==> src/rtl/f_pkg.sv <==
// rtl/f_pkg.sv - shared constants, state encoding and helper types for the binary32 multiplier
package f_pkg;

  localparam int          BIAS      = 127;
  localparam logic [31:0] CANON_NAN = 32'h7FC00000;
  localparam logic [31:0] POS_INF   = 32'h7F800000;

  // Bit positions inside the classifier's 5-bit class vector
  localparam int CLS_NAN  = 4;
  localparam int CLS_INF  = 3;
  localparam int CLS_SUB  = 2;
  localparam int CLS_ZERO = 1;
  localparam int CLS_NORM = 0;

  typedef enum logic [2:0] {
    IDLE  = 3'd0,
    MUL   = 3'd1,
    NORM  = 3'd2,
    ROUND = 3'd3,
    DONE  = 3'd4
  } state_t;

  typedef struct packed {
    logic invalid;
    logic overflow;
    logic underflow;
    logic inexact;
  } flags_t;

  typedef struct packed {
    logic nan;
    logic inf;
    logic zero;
  } cls_t;

  // An all-zero class vector is non-canonical and is treated as NaN; subnormals read as zero
  function automatic cls_t decode_cls(input logic [4:0] cls);
    cls_t r;
    r.nan  = cls[CLS_NAN] | (cls == 5'd0);
    r.inf  = cls[CLS_INF] & ~r.nan;
    r.zero = (cls[CLS_SUB] | cls[CLS_ZERO]) & ~r.nan;
    return r;
  endfunction

endpackage

==> src/rtl/f_mant_mul_iter.sv <==
// rtl/f_mant_mul_iter.sv - iterative 24x24 shift-add mantissa multiplier, BITS_PER_CYCLE bits per step
module f_mant_mul_iter #(
  parameter int BITS_PER_CYCLE = 1
) (
  input  logic        clk,
  input  logic        rst_n,
  input  logic        start,
  input  logic [23:0] a_mant,
  input  logic [23:0] b_mant,
  output logic        busy,
  output logic        done,
  output logic [47:0] product
);

  localparam int STEPS = 24 / BITS_PER_CYCLE;
  localparam int CW    = (STEPS > 1) ? $clog2(STEPS) : 1;

  logic [47:0]   mcand;
  logic [23:0]   mplier;
  logic [47:0]   acc;
  logic [CW-1:0] cnt;
  logic [47:0]   partial;

  always_comb begin
    partial = '0;
    for (int i = 0; i < BITS_PER_CYCLE; i++) begin
      if (mplier[i]) partial = partial + (mcand << i);
    end
  end

  assign done    = busy && (cnt == CW'(STEPS - 1));
  assign product = acc;

  // Multiplicand walks left and multiplier walks right so each step only sees its low bits
  always_ff @(posedge clk or negedge rst_n) begin
    if (!rst_n) begin
      mcand  <= '0;
      mplier <= '0;
      acc    <= '0;
      cnt    <= '0;
      busy   <= 1'b0;
    end else if (start) begin
      mcand  <= {24'd0, a_mant};
      mplier <= b_mant;
      acc    <= '0;
      cnt    <= '0;
      busy   <= 1'b1;
    end else if (busy) begin
      acc    <= acc + partial;
      mcand  <= mcand << BITS_PER_CYCLE;
      mplier <= mplier >> BITS_PER_CYCLE;
      if (done) begin
        busy <= 1'b0;
        cnt  <= '0;
      end else begin
        cnt <= cnt + 1'b1;
      end
    end
  end

endmodule

==> src/rtl/f_mul_seq.sv <==
// rtl/f_mul_seq.sv - iterative binary32 multiplier with class-flag special cases, RNE, FTZ/DAZ
module f_mul_seq
  import f_pkg::*;
#(
  parameter int BITS_PER_CYCLE = 1
) (
  input  logic        clk,
  input  logic        rst_n,
  input  logic        in_valid,
  output logic        in_ready,
  input  logic [31:0] a,
  input  logic [31:0] b,
  input  logic [4:0]  a_cls,
  input  logic [4:0]  b_cls,
  output logic        out_valid,
  input  logic        out_ready,
  output logic [31:0] y,
  output logic [3:0]  flags
);

  localparam logic signed [9:0] BIAS10 = 10'(BIAS);

  state_t state, state_nxt;

  logic               sign_r;
  logic signed [9:0]  exp_r;
  logic [23:0]        mant_r;
  logic               guard_r;
  logic               sticky_r;
  logic [31:0]        y_r;
  flags_t             flags_r;

  logic               accept;
  logic               mul_start;
  logic               mul_busy;
  logic               mul_done;
  logic [47:0]        product;

  // ---------------------------------------------------------------- special-case decode
  cls_t               ca, cb;
  logic               sgn;
  logic               is_special;
  logic [31:0]        spec_y;
  flags_t             spec_flags;
  logic signed [9:0]  exp_sum;

  assign ca      = decode_cls(a_cls);
  assign cb      = decode_cls(b_cls);
  assign sgn     = a[31] ^ b[31];
  assign exp_sum = $signed({2'b00, a[30:23]}) + $signed({2'b00, b[30:23]}) - BIAS10;

  assign is_special = ca.nan | cb.nan | ca.inf | cb.inf | ca.zero | cb.zero;

  always_comb begin
    spec_y     = {sgn, 31'd0};
    spec_flags = '0;
    if (ca.nan || cb.nan) begin
      spec_y = CANON_NAN;
    end else if ((ca.inf || cb.inf) && (ca.zero || cb.zero)) begin
      spec_y             = CANON_NAN;
      spec_flags.invalid = 1'b1;
    end else if (ca.inf || cb.inf) begin
      spec_y = {sgn, POS_INF[30:0]};
    end
  end

  assign accept    = in_valid & in_ready;
  assign mul_start = accept & ~is_special;

  f_mant_mul_iter #(
    .BITS_PER_CYCLE(BITS_PER_CYCLE)
  ) u_mant_mul (
    .clk    (clk),
    .rst_n  (rst_n),
    .start  (mul_start),
    .a_mant ({1'b1, a[22:0]}),
    .b_mant ({1'b1, b[22:0]}),
    .busy   (mul_busy),
    .done   (mul_done),
    .product(product)
  );

  // ---------------------------------------------------------------- normalise
  logic               norm_shift;
  logic [23:0]        mant_n;
  logic               guard_n;
  logic               sticky_n;
  logic signed [9:0]  exp_n;

  // Product of two [1,2) mantissas lies in [1,4); bit 47 flags the [2,4) half
  always_comb begin
    norm_shift = product[47];
    if (norm_shift) begin
      mant_n   = product[47:24];
      guard_n  = product[23];
      sticky_n = |product[22:0];
    end else begin
      mant_n   = product[46:23];
      guard_n  = product[22];
      sticky_n = |product[21:0];
    end
    exp_n = exp_r + $signed({9'd0, norm_shift});
  end

  // ---------------------------------------------------------------- round (RNE) and range check
  logic               round_up;
  logic [24:0]        mant_sum;
  logic signed [9:0]  exp_rnd;
  logic [31:0]        rnd_y;
  flags_t             rnd_flags;

  always_comb begin
    round_up  = guard_r & (sticky_r | mant_r[0]);
    mant_sum  = {1'b0, mant_r} + {24'd0, round_up};
    exp_rnd   = exp_r + $signed({9'd0, mant_sum[24]});
    rnd_flags = '0;
    rnd_flags.inexact = guard_r | sticky_r;
    if (mant_sum[24]) begin
      rnd_y = {sign_r, exp_rnd[7:0], mant_sum[23:1]};
    end else begin
      rnd_y = {sign_r, exp_rnd[7:0], mant_sum[22:0]};
    end
    if (exp_rnd >= 10'sd255) begin
      rnd_y              = {sign_r, POS_INF[30:0]};
      rnd_flags.overflow = 1'b1;
      rnd_flags.inexact  = 1'b1;
    end else if (exp_rnd <= 10'sd0) begin
      rnd_y               = {sign_r, 31'd0};
      rnd_flags.underflow = 1'b1;
      rnd_flags.inexact   = 1'b1;
    end
  end

  // ---------------------------------------------------------------- FSM
  always_ff @(posedge clk or negedge rst_n) begin
    if (!rst_n) state <= IDLE;
    else        state <= state_nxt;
  end

  always_comb begin
    state_nxt = state;
    case (state)
      IDLE:    if (accept) state_nxt = is_special ? DONE : MUL;
      MUL:     if (mul_done) state_nxt = NORM;
      NORM:    state_nxt = ROUND;
      ROUND:   state_nxt = DONE;
      DONE:    if (out_ready) state_nxt = IDLE;
      default: state_nxt = IDLE;
    endcase
  end

  always_comb begin
    in_ready  = (state == IDLE);
    out_valid = (state == DONE);
  end

  // ---------------------------------------------------------------- datapath registers
  always_ff @(posedge clk or negedge rst_n) begin
    if (!rst_n) begin
      sign_r   <= 1'b0;
      exp_r    <= '0;
      mant_r   <= '0;
      guard_r  <= 1'b0;
      sticky_r <= 1'b0;
      y_r      <= '0;
      flags_r  <= '0;
    end else begin
      case (state)
        IDLE: begin
          if (accept) begin
            sign_r <= sgn;
            exp_r  <= exp_sum;
            if (is_special) begin
              y_r     <= spec_y;
              flags_r <= spec_flags;
            end
          end
        end
        NORM: begin
          mant_r   <= mant_n;
          guard_r  <= guard_n;
          sticky_r <= sticky_n;
          exp_r    <= exp_n;
        end
        ROUND: begin
          y_r     <= rnd_y;
          flags_r <= rnd_flags;
        end
        default: ;
      endcase
    end
  end

  assign y     = y_r;
  assign flags = flags_r;

  // mul_busy is only observed for debug visibility on the hierarchy
  logic unused_busy;
  assign unused_busy = mul_busy;

endmodule

==> config.mk <==
export PLATFORM = sky130hd
export DESIGN_NAME = f_mul_seq
export DESIGN_NICKNAME = d
export VERILOG_FILES = /design/src/rtl/f_pkg.sv /design/src/rtl/f_mant_mul_iter.sv /design/src/rtl/f_mul_seq.sv
export SDC_FILE = /design/constraint.sdc
export NUM_CORES = 1
export LEC_CHECK = 0
export ABC_AREA = 1
export ABC_CLOCK_PERIOD_IN_PS = 3600
export BUFFER_PORTS_ARGS = -buffer_cell sky130_fd_sc_hd__buf_2
export CORE_MARGIN = 8
export CORE_UTILIZATION = 45
export DETAILED_ROUTE_END_ITERATION = 16
export HOLD_SLACK_MARGIN = 0.05
export PLACE_DENSITY = 0.64
export SLEW_MARGIN = 40
export SYNTH_ARGS = -nofsm -noshare
export SYNTH_HDL_FRONTEND = slang
export SYNTH_SLANG_ARGS = --single-unit
export TNS_END_PERCENT = 30
==> constraint.sdc <==
create_clock -name clk -period 3.6 [get_ports clk]
set_clock_uncertainty 0.2 [all_clocks]
set_input_delay 0.72 -clock clk [delete_from_list [all_inputs] [get_ports clk]]
set_output_delay 0.72 -clock clk [all_outputs]
set_load 0.005 [all_outputs]
* Word level (Yosys, flattened, before mapping)
Cells that the tools add are included.
Cells by class: eq/ne operators 9, reduce and logical (&&, ||, !) cells 17, muxes and demuxes 41, bitwise operators 22, $lt $le $gt $ge 2, add/sub/neg operators 7
Operators by type and width (number):
- $mux W48 | 5
- $mux W32 | 4
- $mux W31 | 3
- $mux W24 | 3
- $pmux W32 S2 | 1
- $add A48 B48 Y48 | 1
- $add A24 B1 Y25 | 1
- $mux W23 | 1
- $reduce_or A23 Y1 | 1
- $reduce_or A22 Y1 | 1
- $add A10 B2 Y10 | 2
- $pmux W10 S2 | 1
- $mux W5 | 3
- $pmux W3 S5 | 1
- $mux W3 | 4
- $or A1 B1 Y1 | 11
- $ge A10 B9 Y1 const B | 1
- $le A10 B1 Y1 const B | 1
- $logic_not A5 Y1 | 2
- $mux W1 | 10
- $mux W10 | 1
- $sub A9 B7 Y10 const B | 1
- $add A8 B8 Y9 | 1
- $mux W4 | 2
- other kinds (18) | 36
Storage, ports and cells: register bits after elaboration 202, logic and storage cells 114

* Logic depth before layout (Yosys ltp)
Gate-level depths: netlist of the first run.
word-level depth 11, depth in mapped cells 23, depth with buffers taken out 22

* Cells and area by module
Synthesis of the first run repeated with hierarchy kept, for this count alone.
Unflattened totals: cell total of the unflattened synthesis 2216, area, all modules 14635.3 µm²
Modules (own cells, without submodules):
- f_mant_mul_iter | times used 1, sequential area each 3153.0 µm², area an instance 9394.0 µm², cells each 1467
- f_mul_seq | times used 1, sequential area each 1901.8 µm², area an instance 5241.3 µm², cells each 749

* Worst setup path after synthesis of the first run
Ideal clock, no wire load.
kind reg-to-reg, start reg mant_r[0], end reg y_r[19] (netlist: y[19]), stages on the path, launching flop included 24, path slack 428 ps, data required time 3282 ps, data arrival time 2854 ps, clock period less this slack 3172 ps, path buffers 1, cells stage by stage dfrtp_1 -> nor2_1 -> nor2_1 -> ha_1 -> ha_1 -> nand2_1 -> nor2_2 -> nand3_1 -> nor2_1 -> nand4_1 -> nor3_1 -> ha_1 -> nand2_1 -> nor2_4 -> nand2_1 -> nand2_1 -> nand2_1 -> nor2_1 -> nand3_2 -> nand2_2 -> nor2_2 -> buf_4 -> inv_2 -> o21ai_2
Between the ends: word-level cells in the longest chain between the ends 8, elaborated cells between the ends (all ways) 10
Ends and longest elaborated chain:
- start, declared | RTL line f_mul_seq.sv:27 | logic [23:0] mant_r;
- start signal, assigned | RTL line f_mul_seq.sv:180 | mant_r <= mant_n;
- $or A1 B1 Y1 | RTL line f_mul_seq.sv:113 | round_up = guard_r & (sticky_r | mant_r[0]);
- $and A1 B1 Y1 | RTL line f_mul_seq.sv:113
- $add A24 B1 Y25 (*) | RTL line f_mul_seq.sv:114 | mant_sum = {1'b0, mant_r} + {24'd0, round_up};
- $add A10 B2 Y10 | RTL line f_mul_seq.sv:115 | exp_rnd = exp_r + $signed({9'd0, mant_sum[24]});
- $le A10 B1 Y1 | RTL line f_mul_seq.sv:127 | end else if (exp_rnd <= 10'sd0) begin
- $mux W31 | RTL line f_mul_seq.sv:127
- $mux W31 (*) | RTL line f_mul_seq.sv:123 | if (exp_rnd >= 10'sd255) begin
- $pmux W32 S2 (*) | RTL line f_mul_seq.sv:168 | case (state)
- end signal, assigned | RTL line f_mul_seq.sv:174 | y_r <= spec_y;
- end signal, assigned | RTL line f_mul_seq.sv:186 | y_r <= rnd_y;
- end, declared | RTL line f_mul_seq.sv:30 | logic [31:0] y_r;
Every way passes the cells marked *; elsewhere a longest branch is shown, timed or not. A chain may end at the register's enable or synchronous reset.

* Worst setup path in the final report of the first run
start reg mant_r[0], end reg y_r[2] (netlist: y[2])
Same word-level chain as after synthesis.

==> impl_metrics.env, run 1 <==
export IMPL_switching_share_pct=38.0
export IMPL_cts_buffers=25
export IMPL_dieWidth_um=196
export IMPL_viasPerCell=5.01
export IMPL_post_place_ws_ps=120
export IMPL_start_util_pct=45.2
export IMPL_drt_first_pass_iters=5
export IMPL_ios=116
export IMPL_drtAntennaViolNets=0
export IMPL_drive_gt1_share_pct=10.6
export IMPL_status="complete, no violations"
export IMPL_final_setup_viol_count=0
export IMPL_design_area_um2=16600
export IMPL_hold_class="in2reg"
export IMPL_yosys_warnings=0
export IMPL_wl_um=40800
export IMPL_critPathArrivalTime_ps=3750
export IMPL_synth_ff_type="dfrtp_1"
export IMPL_overflow=0
export IMPL_num_antenna_cells=0
export IMPL_place_area_um2=15500
export IMPL_clock_sinks=202
export IMPL_cts_tree="yes"
export IMPL_crit_fanout=5
export IMPL_netlist_area_um2=14600
export IMPL_grt_max_degree=72
export IMPL_synth_edf_count=0
export IMPL_cts_max_path_buffers=3
export IMPL_insertion_delay_ps=540
export IMPL_htreeDepth=1
export IMPL_ir_drop_mv=0.384
export IMPL_hold_violations=0
export IMPL_power_density_nw_per_um2=490
export IMPL_wl_per_cell_um=14.6
export IMPL_die_area_um2=38400
export IMPL_setup_slack_ps=123
export IMPL_p_switching_w=0.00309
export IMPL_rsz0062_at_grt="true"
export IMPL_ys_async_sr_fraction_pct=100
export IMPL_numPortBuffers=115
export IMPL_critPathLaunchType="register"
export IMPL_timing_slew_headroom_pct=50.5
export IMPL_grt_pass1_wl_um=67200
export IMPL_period_needed_ps=3480
export IMPL_clkPwrFrac_pct=30.1
export IMPL_ys_ff_latch=202
export IMPL_drv_cap=0
export IMPL_fillers=3351
export IMPL_finalMaxSlewViolations=0
export IMPL_worstPathRequired_ps=3870
export IMPL_drc_errors=0
export IMPL_leakagePower_nw=9.49
export IMPL_cts_root_buf="clkbuf_16"
export IMPL_comb_power_share_pct=30.7
export IMPL_grtUsageTotal_pct=20.9
export IMPL_netlist_instances=2254
export IMPL_min_period_over_period_pct=96.6
export IMPL_fmax_mhz=288
export IMPL_p_int_w=0.00504
export IMPL_layout_nets=2516
export IMPL_path_class="reg2reg"
export IMPL_crit_path_end_kind="register"
export IMPL_drt_initial_drc_count=883
export IMPL_ys_seq_area_share_pct=34.7
export IMPL_multiInputGateArea_um2=8100
export IMPL_syn_mean_instance_area_um2=6.46
export IMPL_synth_nets=2403
export IMPL_grt_pass1_vias=13700
export IMPL_p_seq_share_pct=39.2
export IMPL_antenna_found_initial=0
export IMPL_path_clk_slew_ps=60
export IMPL_seqCellArea_um2=5050
export IMPL_worst_pin_slew_ps=741
export IMPL_num_rows=66
export IMPL_vias=14000
export IMPL_dieHeight_um=196
export IMPL_ys_types=45
export IMPL_final_cell_mix="nand2_1 (921), inv_1 (318), dfrtp_1 (202)"
export IMPL_area_delta_synth_final_pct=14.0
export IMPL_routabilityCongestion=0.927
export IMPL_final_common_cell="nand2_1"
export IMPL_hpwlAfterDp_um=31800
export IMPL_coreArea_um2=32200
## timing repair
| action | 4_1_cts | 5_1_grt |
|---|---|---|
| resized for setup | 0 | 38 |
| hold endpoints to repair | 49 | 0 |
| setup buffers | 0 | 6 |
| hold buffers | 1 | 0 |
| setup endpoints to repair | 0 | 33 |
## kinds of logic (layout without fill, tap and decap cells)
family	after synthesis	in the layout	share of synthesized area, %
AOI/OAI and AO/OA	175	175	6.99
xor gates and xnor gates	37	37	2.22
adders and majority gates	71	71	6.20
buffers and inverters	387	518	10.8
DFF	202	202	34.7
and+or+nand+nor	1382	1382	39.1
## power by group through the flow
stage               clock (W)  combinational [W]  sequential, W
global placement            0            0.00242        0.00319
global route          0.00261            0.00284        0.00325
floorplan                   0            0.00188        0.00304
detailed placement          0            0.00246        0.00320
CTS                   0.00251            0.00247        0.00317
finish                0.00245            0.00250        0.00319
## metrics by stage
stage	std cells	hold WS (ps)	total power, W	setup TNS (ps)	util, %
final	2793	203	0.00813	0	51.6
after CTS	2784	182	0.00815	0	50.7
after global routing	2793	196	0.00870	-1190	51.6
after detailed placement	2738	260	0.00566	0	48.2
after global placement	2738	256	0.00561	0	48.2
after floorplan	2254	224	0.00492	0	-
## area by class of cell
type | instances | share of cell area [%]
clock buffer | 36 | 4.32
tap | 408 | 3.07
sequential | 202 | 30.4
multi-input combinational | 1665 | 48.8
inverter | 330 | 7.47
clock inverter | 9 | 0.505
timing repair buffer | 143 | 5.41
## final timing paths
kind	startpoint	to	slack [ps]	cells after the start
worst max-delay path	mant_r[0]	y[2]	120	23
worst min-delay path	a[19]	u_mant_mul.mcand[19]	200	3
worst max register to register	mant_r[0]	y[2]	120	23
worst min register to register	y[12]	y[12]	270	2
max in group asynchronous	rst_n	u_mant_mul.product[34]	1800	3
min in group asynchronous	rst_n	exp_r[8]	570	2
## sequential cells by signal, indices dropped and copies added, names as in the netlist
register	flops
flags	4
u_mant_mul.mcand	48
y	32
exp_r	10
u_mant_mul.busy	1
u_mant_mul.cnt	5
mant_r	24
state	3
u_mant_mul.mplier	24
u_mant_mul.product	48
guard_r	1
sticky_r	1
sign_r	1
## worst max-delay path, cell delays in order (launching register included)
cell	delay, ps
dfrtp_1	370
nor2_1	50
nor2_1	100
ha_2	210
ha_4	150
nand2_4	60
nor2_4	110
nand3_2	80
nor2_2	110
nand4_1	90
nor3_1	190
buf_4	190
ha_4	180
nand3_4	100
nor2_4	150
nor2_1	50
nor2_1	150
nor2_1	70
nand3_2	110
nand2_2	90
nor2_4	270
clkbuf_16	210
nand3_1	70
nand2_1	70
## synthesized netlist by cell type (all sizes together), types with 19 or more instances
cell / instances / area (µm²)
o21ai: 55 / 290
dfrtp: 202 / 5050
nand3: 151 / 773
ha: 69 / 863
inv: 329 / 1230
clkbuf: 19 / 71.3
nor2: 215 / 860
nor3: 19 / 128
a21oi: 62 / 310
buf: 38 / 259
nand4: 30 / 188
xor2: 23 / 201
o31ai: 25 / 188
nand2: 935 / 3530
## layer usage
metal	track usage, %	vias up	wire length (µm)
met4	5.64	0	1220
met2	34.8	314	18300
met1	28.4	6366	18900
met5	0	-	0
met3	2.67	68	2340
li1	-	7253	-
(Power assumes the default switching activity.)
==> inputs of run 2 (changes only) <==
--- a/config.mk
+++ b/config.mk
@@ -8,8 +8,10 @@
 export ABC_AREA = 1
 export ABC_CLOCK_PERIOD_IN_PS = 3600
 export BUFFER_PORTS_ARGS = -buffer_cell sky130_fd_sc_hd__buf_2
+export CORE_ASPECT_RATIO = 1.5
 export CORE_MARGIN = 8
 export CORE_UTILIZATION = 45
+export CTS_BUF_LIST = sky130_fd_sc_hd__clkbuf_4 sky130_fd_sc_hd__clkbuf_8
 export DETAILED_ROUTE_END_ITERATION = 16
 export HOLD_SLACK_MARGIN = 0.05
 export PLACE_DENSITY = 0.64
==> run 2 against run 1 <==
- worst setup slack better by 23 ps
- power down 1.8%
- non-clock buffer count up 8
- largest power group unchanged
==> impl_metrics.env, run 2 (synthesized netlist as in run 1, its figures left out) <==
export IMPL_status="complete, no violations"
export IMPL_timing_slew_headroom_pct=53.0
export IMPL_wl_um=43900
export IMPL_fmax_mhz=290
export IMPL_hpwlAfterDp_um=35600
export IMPL_path_cells="nor2_1 > nor2_1 > ha_2 > ha_4 > nand2_2 > nor2_4 > nand3_2 > nor2_1 > nand4_1 > nor3_2 > buf_4 > ha_4 > inv_2 > nor2_4 > nand2_2 > nand2_2 > nand3_1 > nor2_1 > nand3_2 > nand2_2 > nor2_4 > buf_12 > inv_2 > o21ai_2"
export IMPL_routabilityCongestion=0.988
export IMPL_vias=14200
export IMPL_setup_tns_ps=0
export IMPL_drt_initial_drc_count=599
export IMPL_dp_cells=2750
export IMPL_grt_pass1_vias=14300
export IMPL_cts_root_buf="clkbuf_8"
export IMPL_drv_cap=0
export IMPL_cts_tree="yes"
export IMPL_leakagePower_nw=9.53
export IMPL_power_density_nw_per_um2=482
export IMPL_clkPwrFrac_pct=28.9
export IMPL_p_seq_share_pct=39.6
export IMPL_critPathLaunchType="register"
export IMPL_overflow=0
export IMPL_worst_pin_slew_ps=699
export IMPL_wl_per_cell_um=15.6
export IMPL_layout_nets=2535
export IMPL_drtAntennaViolNets=0
export IMPL_numPortBuffers=115
export IMPL_grtUsageTotal_pct=22.8
export IMPL_area_delta_synth_final_pct=13.7
export IMPL_p_int_w=0.00493
export IMPL_period_needed_ps=3450
export IMPL_path_clk_slew_ps=60
export IMPL_finalMaxSlewViolations=0
export IMPL_final_setup_viol_count=0
export IMPL_num_antenna_cells=0
export IMPL_critPathBufInv=4
export IMPL_rsz0062_at_grt="true"
export IMPL_ios=116
export IMPL_drc_errors=0
export IMPL_num_rows=80
export IMPL_final_cell_mix="nand2_1 (919), inv_1 (316), dfrtp_1 (202)"
export IMPL_final_common_cell="nand2_1"
export IMPL_insertion_delay_ps=550
export IMPL_cts_buffers=36
export IMPL_worstPathRequired_ps=3840
export IMPL_viasPerCell=5.03
export IMPL_crit_fanout=20
export IMPL_cpLargestDelayFamily="simple AND/OR/NAND/NOR gates"
export IMPL_path_class="reg2reg"
export IMPL_dieWidth_um=163
export IMPL_p_switching_w=0.00306
export IMPL_slowest_stage="dfrtp_1"
export IMPL_instances_no_fill=2819
export IMPL_crit_path_end_kind="register"
export IMPL_htreeDepth=2
export IMPL_drt_first_pass_iters=4
export IMPL_crit_path_max_incr_delay_ps=370
export IMPL_drive_gt1_share_pct=11.7
export IMPL_switching_share_pct=38.3
export IMPL_start_util_pct=45.8
export IMPL_critPathArrivalTime_ps=3690
export IMPL_min_period_over_period_pct=95.9
export IMPL_ir_drop_mv=0.420
export IMPL_dieHeight_um=236
export IMPL_grt_max_degree=83
export IMPL_hold_violations=0
export IMPL_coreArea_um2=31800
export IMPL_hold_class="in2reg"
export IMPL_antenna_found_initial=0
export IMPL_clock_sinks=202
export IMPL_grt_pass1_wl_um=71400
export IMPL_cts_max_path_buffers=3
export IMPL_comb_power_share_pct=31.5
export IMPL_die_area_um2=38500
-- run 2: cell types whose count changed in the layout (fill, tap and decap cells not counted), moves of 2 or more --
cell,delta
nand2_1,-2
clkbuf_1,-6
buf_4,+11
inv_2,+2
nand2_2,+3
clkbuf_16,-27
inv_1,-2
nand3_2,-5
clkbuf_4,+9
clkbuf_8,+42
nand3_1,+6
-- run 2: worst reg2reg max path, stage by stage (launching register included) --
cell	delay [ps]
dfrtp_1	370
nor2_1	50
nor2_1	130
ha_2	240
ha_4	150
nand2_2	70
nor2_4	130
nand3_2	90
nor2_1	120
nand4_1	100
nor3_2	180
buf_4	190
ha_4	160
inv_2	50
nor2_4	140
nand2_2	80
nand2_2	70
nand3_1	70
nor2_1	140
nand3_2	130
nand2_2	120
nor2_4	50
buf_12	150
inv_2	110
o21ai_2	60
-- run 2: area by class of cell --
type	instances	area, µm²
inverters	330	1240
clock inverters	5	53.8
well taps	410	513
clock buffers	56	714
fillers	3372	15300
repair buffers	151	920
multi-input cells	1665	8060
flip-flops and latches	202	5050
-- run 2: power by group through the flow --
stage               Sequential [W]  Clock [W]  Combinational, W
global placement           0.00317          0           0.00247
CTS                        0.00315    0.00238           0.00252
floorplan                  0.00304          0           0.00188
global route               0.00323    0.00246           0.00287
detailed placement         0.00319          0           0.00250
finish                     0.00317    0.00230           0.00252
-- run 2: routing by layer --
layer,share of wire (%),GRT usage [%]
met1,36,22.6
met3,3.5,3.00
met5,0,0
met4,5.6,12.7
met2,54,44.2
-- run 2: worst paths after layout --
path / slack (ps) / from / to / cells after the start
setup / recovery: 150 / mant_r[0] / y[13] / 24
hold / removal: 190 / a[8] / u_mant_mul.mcand[8] / 3
setup reg to reg: 150 / mant_r[0] / y[13] / 24
hold reg to reg: 270 / flags[2] / flags[2] / 2
max in group asynchronous: 2080 / rst_n / u_mant_mul.mcand[17] / 3
min in group asynchronous: 410 / rst_n / y[29] / 2
-- run 2: through the flow --
| stage | hold slack [ps] | setup WS, ps | util, % | cell area, µm² | total power [W] |
|---|---|---|---|---|---|
| global route | 178 | -123 | 52.0 | 16600 | 0.00856 |
| detailed placement | 257 | 94.2 | 49.0 | 15600 | 0.00569 |
| CTS | 155 | 91.2 | 51.5 | 16400 | 0.00805 |
| floorplan | 224 | 428 | - | 14600 | 0.00492 |
| global placement | 257 | 179 | 49.0 | 15600 | 0.00564 |
| finish | 189 | 146 | 52.0 | 16600 | 0.00799 |
-- run 2: what timing repair did --
item	4_1_cts	5_1_grt
hold buffers	1	0
hold endpoints to repair	18	0
buffers inserted	0	7
gates resized for setup	0	32
endpoints found under the setup margin	0	34
==> inputs of run 3 (changes only) <==
--- a/config.mk
+++ b/config.mk
@@ -5,7 +5,6 @@
 export SDC_FILE = /design/constraint.sdc
 export NUM_CORES = 1
 export LEC_CHECK = 0
-export ABC_AREA = 1
 export ABC_CLOCK_PERIOD_IN_PS = 3600
 export BUFFER_PORTS_ARGS = -buffer_cell sky130_fd_sc_hd__buf_2
 export CORE_ASPECT_RATIO = 1.5
==> run 3 against run 2 <==
- global-route usage shrank 4.1 points
- die area decreased by 11%
- the run now ends with negative setup slack left
- largest power group is now combinational logic
- highest routed layer unchanged
- power grew 32%
- worst setup slack worse by 350 ps
- non-clock buffer count grew 117
- combinational power rose by 79%
- synthesized area shrank 12%
- synthesized cell count fell by 37%
- critical endpoint is now y[20]
- sequential power rose by 18%
==> impl_metrics.env, run 3 <==
export IMPL_grt_pass1_vias=11300
export IMPL_viasPerCell=5.41
export IMPL_drv_cap=0
export IMPL_cts_max_path_buffers=3
export IMPL_vias=10900
export IMPL_hpwlAfterDp_um=23700
export IMPL_netlist_area_leader_share_pct=39.3
export IMPL_start_util_pct=45.2
export IMPL_num_rows=76
export IMPL_r2r_end="y[20]"
export IMPL_regToRegStartpoint="sticky_r"
export IMPL_path_cells="o21a_1 > ha_2 > ha_4 > nand4_1 > nor3_2 > and3_4 > and3_4 > nand3_4 > inv_4 > ha_4 > and3_4 > nand3_2 > xor2_1 > nand2_1 > nand3_1 > o21a_1 > mux2_4 > nor3_4 > a21boi_4 > a22o_1"
export IMPL_holdPathStages=3
export IMPL_final_common_cell="dfrtp_1"
export IMPL_ys_async_sr_fraction_pct=100
export IMPL_synth_area_top_cells="dfrtp_1 (39%), mux2i_1 (10%), ha_1 (6.7%)"
export IMPL_cts_buffers=34
export IMPL_critPathLaunchType="register"
export IMPL_drc_errors=0
export IMPL_yosys_warnings=0
export IMPL_place_area_um2=14600
export IMPL_path_class="reg2reg"
export IMPL_synth_edf_count=0
export IMPL_clock_sinks=202
export IMPL_cpLargestDelayFamily="simple AND/OR/NAND/NOR gates"
export IMPL_post_place_ws_ps=-359
export IMPL_htreeDepth=2
export IMPL_coreArea_um2=28400
export IMPL_yosysMostFrequentCell="dfrtp_1"
export IMPL_ys_ff_latch=202
export IMPL_path_clk_slew_ps=70
export IMPL_area_delta_synth_final_pct=22.5
export IMPL_met3_usage_pct=3.22
export IMPL_multiInputGateArea_um2=7560
export IMPL_seqCellArea_um2=5060
export IMPL_top_usage_layer="met2"
export IMPL_dieWidth_um=154
export IMPL_final_setup_viol_count=30
export IMPL_p_seq_share_pct=35.4
export IMPL_setup_slack_ps=-200
export IMPL_num_antenna_cells=0
export IMPL_grt_pass1_wl_um=53800
export IMPL_p_switching_w=0.00407
export IMPL_ys_top_cells_by_count="dfrtp_1 (202), nand2_1 (148), mux2i_1 (129), nor2_1 (128), o21ai_0 (128)"
export IMPL_synth_nets=1566
export IMPL_fillers=2606
export IMPL_worst_pin_slew_ps=718
export IMPL_die_area_um2=34300
export IMPL_hold_end="u_mant_mul.mcand[22]"
export IMPL_status="finished, violations left"
export IMPL_hold_start="a[22]"
export IMPL_power_density_nw_per_um2=670
export IMPL_cts_root_buf="clkbuf_8"
export IMPL_rsz0062_at_grt="true"
export IMPL_crit_path_end_kind="register"
export IMPL_insertion_delay_ps=550
export IMPL_grt_max_degree=86
export IMPL_antenna_found_initial=0
export IMPL_p_int_w=0.00648
export IMPL_regToRegSetupSlack_ps=-200
export IMPL_met2_usage_pct=35.8
export IMPL_hold_class="in2reg"
export IMPL_comb_power_share_pct=42.9
export IMPL_grtUsageTotal_pct=18.7
export IMPL_final_cell_mix="dfrtp_1 (201), buf_4 (147), nand2_1 (146)"
export IMPL_crit_path_max_incr_delay_ps=350
export IMPL_hold_slack_ps=171
export IMPL_critPathArrivalTime_ps=4070
export IMPL_hold_violations=0
export IMPL_overflow=0
export IMPL_min_period_over_period_pct=106
export IMPL_netlist_area_um2=12800
export IMPL_timing_slew_headroom_pct=50.9
export IMPL_netlist_instances=1417
export IMPL_drive_gt1_share_pct=23.1
export IMPL_setup_tns_ps=-4070
export IMPL_crit_fanout=5
export IMPL_fmax_mhz=263
export IMPL_layout_nets=1787
export IMPL_drt_first_pass_iters=5
export IMPL_critPathBufInv=1
export IMPL_use_met1_pct=20.2
export IMPL_ys_seq_area_share_pct=39.3
export IMPL_routabilityCongestion=0.888
export IMPL_utilization_pct=55.4
export IMPL_ir_drop_mv=0.415
export IMPL_cpMostUsedCell="and3_4"
export IMPL_dieHeight_um=223
export IMPL_switching_share_pct=38.6
export IMPL_drtAntennaViolNets=0
export IMPL_period_needed_ps=3800
export IMPL_violations="negative setup slack"
export IMPL_synth_ff_type="dfrtp_1"
export IMPL_cts_tree="yes"
export IMPL_ys_types=78
export IMPL_design_area_um2=15700
export IMPL_slowest_stage="dfrtp_1"
export IMPL_reg2regPathDepth=20
export IMPL_ios=116
export IMPL_wl_per_cell_um=16.0
export IMPL_clkPwrFrac_pct=21.7
export IMPL_wl_um=32200
export IMPL_worstPathRequired_ps=3870
export IMPL_drt_initial_drc_count=383
export IMPL_leakagePower_nw=7.90
export IMPL_yosys_area_top_type="dfrtp_1"
export IMPL_finalMaxSlewViolations=0
export IMPL_syn_mean_instance_area_um2=9.07
export IMPL_numPortBuffers=115
[run 3: cell types whose count changed after synthesis, sizes merged, moves of 81 or more]
cell | before | now
nand3 | 151 | 24
inv | 329 | 36
o21ai | 55 | 136
nand2 | 935 | 148
mux2i | 0 | 129
nor2 | 215 | 128
[run 3: repair_timing]
action	CTS	global route
pin swaps	8	9
cloned	0	0
resized for setup	23	25
setup buffers	18	4
hold buffers	1	0
setup endpoints to repair	36	46
hold endpoints to repair	71	0
[run 3: area by class of cell]
type,instances,area share [%]
clock buffers,50,4.01
clock inverters,8,0.787
inverters,36,0.874
multi-input cells,1096,48.0
flip-flops and latches,202,32.1
well taps,351,2.79
repair buffers,268,11.4
[run 3: kinds of logic after synthesis]
family                     share of synthesized area, %
xor gates and xnor gates                           4.91
and+or+nand+nor                                    17.5
AOI/OAI and AO/OA                                  17.3
adders and majority gates                          7.03
buffers and inverters                              3.68
muxes                                              10.3
DFF                                                39.3
[run 3: power groups by stage]
stage	Clock (W)	Combinational, W	Sequential, W
floorplan	0	0.00332	0.00341
global route	0.00246	0.00505	0.00384
CTS	0.00237	0.00449	0.00373
detailed placement	0	0.00443	0.00376
global placement	0	0.00433	0.00374
finish	0.00229	0.00452	0.00373
[run 3: per-stage QoR]
stage | power (W) | cells
after floorplan | 0.00673 | 1417
after global placement | 0.00807 | 1929
after detailed placement | 0.00819 | 1929
after CTS | 0.0106 | 2006
after global routing | 0.0114 | 2011
final | 0.0105 | 2011
[run 3: routing by layer]
metal | part of all wire, % | routed length (µm)
met1 | 40 | 13000
met2 | 53 | 17100
met3 | 3.7 | 1190
met4 | 2.6 | 849
met5 | 0 | 0
[run 3: tightest hold or removal path, cell delays in order]
cell and delay [ps]:
buf_2 70, nand2_1 40, o21ai_0 60
[run 3: worst max path at each step]
stage | start | endpoint | cells after the start
floorplan | sticky_r | y[12] | 20
finish | sticky_r | y[20] | 20
global placement | mant_r[0] | y[15] | 20
global route | mant_r[0] | y[20] | 20
detailed placement | mant_r[0] | y[30] | 20
CTS | mant_r[0] | y[20] | 20
